`src/rtl/note_cycle_scheduler.sv`:
```
// note_cycle_scheduler: sequences DFT frame snapshots into NoteFinder cycles
// Ports:
//   clk, rst (async, active-low)  clock and reset
//   enable                        allows new launches and frame acceptance
//   frameReady                    one-cycle pulse, new dftBins snapshot
//   nfFinished                    NoteFinder done flag
//   clearErr                      clears the sticky timeout error
//   startCycle, binsFreeze        NoteFinder start pulse / hold dftBins stable
//   notesValid, busy              fresh-results pulse / not idle
//   timeoutErr                    sticky watchdog error
//   dropCount, lastCycles         saturating lost-frame count / last RUN length
module note_cycle_scheduler #(
  parameter int TIMEOUT = 300,
  parameter int CNTW = 16
) (
  input  logic            clk,
  input  logic            rst,
  input  logic            enable,
  input  logic            frameReady,
  input  logic            nfFinished,
  input  logic            clearErr,
  output logic            startCycle,
  output logic            binsFreeze,
  output logic            notesValid,
  output logic            busy,
  output logic            timeoutErr,
  output logic [CNTW-1:0] dropCount,
  output logic [CNTW-1:0] lastCycles
);
  localparam int WDW = $clog2(TIMEOUT + 1);
  localparam logic [WDW-1:0] WD_LAST = WDW'(TIMEOUT - 1);
  typedef enum logic [1:0] {IDLE, LAUNCH, RUN, DONE} state_e;
  state_e state_q, state_d;
  logic pending_q, pending_d, err_q, err_d;
  logic [WDW-1:0] wd_q, wd_d;
  logic [CNTW-1:0] drop_q, drop_d, last_q, last_d;
  logic start_q, freeze_q, valid_q, busy_q;
  always_comb begin
    state_d = state_q;
    pending_d = pending_q;
    wd_d = wd_q;
    last_d = last_q;
    drop_d = drop_q;
    err_d = err_q & ~clearErr;
    case (state_q)
      IDLE: if (enable && (frameReady || pending_q)) begin
        state_d = LAUNCH;
        pending_d = 1'b0;
      end
      LAUNCH: begin
        state_d = RUN;
        wd_d = '0;
      end
      RUN: begin
        wd_d = wd_q + WDW'(1);
        // finishing on the last allowed cycle beats the watchdog
        if (nfFinished) begin
          state_d = DONE;
          last_d = CNTW'(wd_q) + CNTW'(1);
        end else if (wd_q == WD_LAST) begin
          state_d = IDLE;
          err_d = 1'b1;
        end
      end
      default: state_d = IDLE;
    endcase
    // frames arriving while a cycle is in flight go to the single pending slot
    if (enable && frameReady && state_q != IDLE) begin
      pending_d = 1'b1;
      drop_d = (pending_q && drop_q != '1) ? drop_q + CNTW'(1) : drop_q;
    end
  end
  always_ff @(posedge clk or negedge rst) begin
    if (!rst) begin
      state_q <= IDLE;
      pending_q <= 1'b0;
      err_q <= 1'b0;
      wd_q <= '0;
      drop_q <= '0;
      last_q <= '0;
      start_q <= 1'b0;
      freeze_q <= 1'b0;
      valid_q <= 1'b0;
      busy_q <= 1'b0;
    end else begin
      state_q <= state_d;
      pending_q <= pending_d;
      err_q <= err_d;
      wd_q <= wd_d;
      drop_q <= drop_d;
      last_q <= last_d;
      start_q <= state_d == LAUNCH;
      freeze_q <= state_d == LAUNCH || state_d == RUN;
      valid_q <= state_d == DONE;
      busy_q <= state_d != IDLE;
    end
  end
  assign startCycle = start_q;
  assign binsFreeze = freeze_q;
  assign notesValid = valid_q;
  assign busy = busy_q;
  assign timeoutErr = err_q;
  assign dropCount = drop_q;
  assign lastCycles = last_q;
endmodule
```
`config.mk`:
```
export PLATFORM = sky130hd
export DESIGN_NAME = note_cycle_scheduler
export DESIGN_NICKNAME = d
export VERILOG_FILES = /design/src/rtl/note_cycle_scheduler.sv
export SDC_FILE = /design/constraint.sdc
export NUM_CORES = 1
export LEC_CHECK = 0
export BUFFER_PORTS_ARGS = -buffer_cell sky130_fd_sc_hd__buf_2
export CAP_MARGIN = 20
export CORE_MARGIN = 2
export CORE_UTILIZATION = 45
export CTS_CLUSTER_DIAMETER = 40
export DETAILED_ROUTE_END_ITERATION = 8
export PLACE_DENSITY = 0.77
export RECOVER_POWER = 50
export SLEW_MARGIN = 10
export SYNTH_ARGS = -nofsm -noshare
export SYNTH_HDL_FRONTEND = slang
export SYNTH_SLANG_ARGS = --single-unit
```
`constraint.sdc`:
```
create_clock -name clk -period 2.4 [get_ports clk]
set_input_delay 0 -clock clk [delete_from_list [all_inputs] [get_ports clk]]
set_output_delay 0 -clock clk [all_outputs]
set_load 0.01 [all_outputs]
```
==> metrics <==
hold_ws -2.93 ps; # fillers 425; RD Place Congestion 0.790; Pwr Density 861 mW/mm²; pin count of the biggest net entering global routing 44; CTS sink cnt 43; Setup crit end kind register; CP bufs+invs 1; total track usage 0.166; worst-skew pair later-pin latency 300 ps; Root Driver clkbuf_8; crit path time final 1900 ps; die area 0.00536 mm²; Hold Path Class in2reg; drt wl/cell 13.7 µm; setup_tns 0 ps; commonest non-fill, non-tap cell in the layout dfrtp_1; CP delay by family, top simple AND/OR/NAND/NOR gates; Die X 73.2 µm; total wire length 4030 µm; mapped cell area 0.00216 mm²; highest cell delay on the worst timing path 580 ps; clk_skew 4.61 ps; Die Y 73.2 µm; drt via density 5.27; post-route ant nets 0; hpwl dp 2820 µm; relative slew slack 0.308; max-cap violation count 0; Final #Nets 254; mean area per synthesized cell 10.7 µm²; CP max FO 7; Post-synth top flop dfrtp_1; placeable core area 0.00466 mm²; status finished with violations; Worst setup SP type register; Synth area leaders dfrtp_1 50%, xnor2_1 6.9%, ha_1 5.2%; routed vias 1,549; Final Total Pwr 2.10 mW; I/O Buffers 36; Initial Util 0.463; initial antenna violation count 0; Slew Limit Fails 0; TritonRoute pass-1 iters 4; Clock Tree Buf Depth 2; fin crit share 0.792; cells after synthesis 202; Worst EP arrival 2140 ps; worst slew pin tran 1040 ps; most frequent cells in the layout 43 x dfrtp_1, 32 x clkbuf_1, 20 x o21ai_0; DRC violations left 0; Fin. Hold Viols 1; clk slew on worst S/H paths 80 ps; Num CTS Buffers 5; number of synthesized flops with an enable pin 0; Post-synth ARST share 1.00; DR iter-0 viols 99; layout cell share with drive strength beyond 1 0.0917; first-pass GRT wire length 6780 µm; CTS tree done; Rows 25; gr ovfl total 0; max frequency 526 MHz; antenna fix cells 0; area grow syn2layout 13.2%; Final setup viols 0; vias in the first global route 1,473; worst endpoint required time 2630 ps; WS Path Type reg2reg; Seq/Total Area, Yosys 0.499; H-tree depth 2; crit-path cells nor4b_1 -> nand4_1 -> o32ai_1 -> dlygate4sd3_1; Worst IR Drop VDD 0.332 mV; slowest CP cell dlygate4sd3_1; count of cell types in the netlist 44; Yosys Warn Count 0; area leader, netlist dfrtp_1; Seq cells post-synth 43; violated checks hold timing; num ports 43; share of the synthesized area in the top cell type 0.499; unrepaired setup endpoints after global routing no; Pleak 1.08 nW
## synthesized netlist by cell type, types with 2 or more instances
cell       instances
ha_1               9
a21o_1             2
and3_1             6
xnor2_1           17
buf_4              6
nand3_1            6
nand2_1           13
buf_2              3
nand4_1            7
inv_1              9
and4_2             2
o21ai_0           20
o2111ai_1          2
o31ai_1            2
a21boi_0           2
or3_1              2
o211ai_1           4
a31oi_1            4
nor2_1             4
a21oi_1            6
nor2b_1            3
a22o_1             2
xor2_1             3
dfrtp_1           43
clkbuf_1           6
## worst min-delay path, delay by kind of cell
family | cells | cell delay, ps
buf+inv | 1 | 100
compound gates | 2 | 160
## path summary, 6_finish.rpt
kind                                     from            end  slack, ps  depth (start not counted)
worst max register to register        wd_q[4]     timeoutErr        500                          4
worst min-delay path               frameReady      pending_q         -3                          3
min in group asynchronous                 rst  lastCycles[3]        420                          2
max in group asynchronous                 rst     timeoutErr       1350                          2
worst max-delay path                  wd_q[4]     timeoutErr        500                          4
worst min register to register  lastCycles[5]  lastCycles[5]        480                          2
## power breakdown
group	total [mW]	switching, mW	leakage [nW]	internal [mW]
sequential	0.943	0.0977	0.580	0.846
combinational	0.656	0.402	0.447	0.254
clock	0.503	0.240	0.0515	0.263
## state kept, by name, indices dropped and copies added (netlist names)
signal      cells
wd_q            9
busy            1
pending_q       1
binsFreeze      1
state_q         2
dropCount      16
lastCycles     10
timeoutErr      1
startCycle      1
notesValid      1
## what timing repair did
item,in CTS,in global routing
buffers inserted,0,0
resized for setup,0,0
endpoints found under the hold margin,45,0
hold buffers,4,0
## metrics by stage
stage | cells | util | instance area, µm² | setup slack [ps]
floorplan | 207 | - | 2180 | 669
global placement | 282 | 0.502 | 2340 | 594
detailed placement | 282 | 0.502 | 2340 | 532
CTS | 294 | 0.532 | 2480 | 479
global route | 294 | 0.524 | 2440 | 325
finish | 294 | 0.524 | 2440 | 498
## final cells by class
cell class                      instances  area, µm²  area share
Multi-Input combinational cell        138        967       0.396
Tap cell                               54       67.6      0.0277
Inverter                                9       33.8      0.0138
Clock buffer                            8        100      0.0410
Timing Repair Buffer                   42        196      0.0805
Sequential cell                        43       1080       0.441
## kinds of logic after synthesis
kind of cell / Yosys count / synth area share
muxes: 3 / 0.0168
adders and majority gates: 9 / 0.0522
DFF: 43 / 0.499
AOI/OAI and AO/OA: 49 / 0.146
xor gates and xnor gates: 20 / 0.0812
and+or+nand+nor: 51 / 0.142
other: 1 / 0.00174
buffers and inverters: 26 / 0.0615
## routing by layer
layer	up-vias	part of all wire	GRT usage
met3	6	0.058	0.0387
met1	725	0.46	0.219
met4	0	0.0084	0.0864
li1	772	-	-
met2	46	0.47	0.253
met5	-	0	0
No activity file was read; power rests on OpenSTA's default activity.
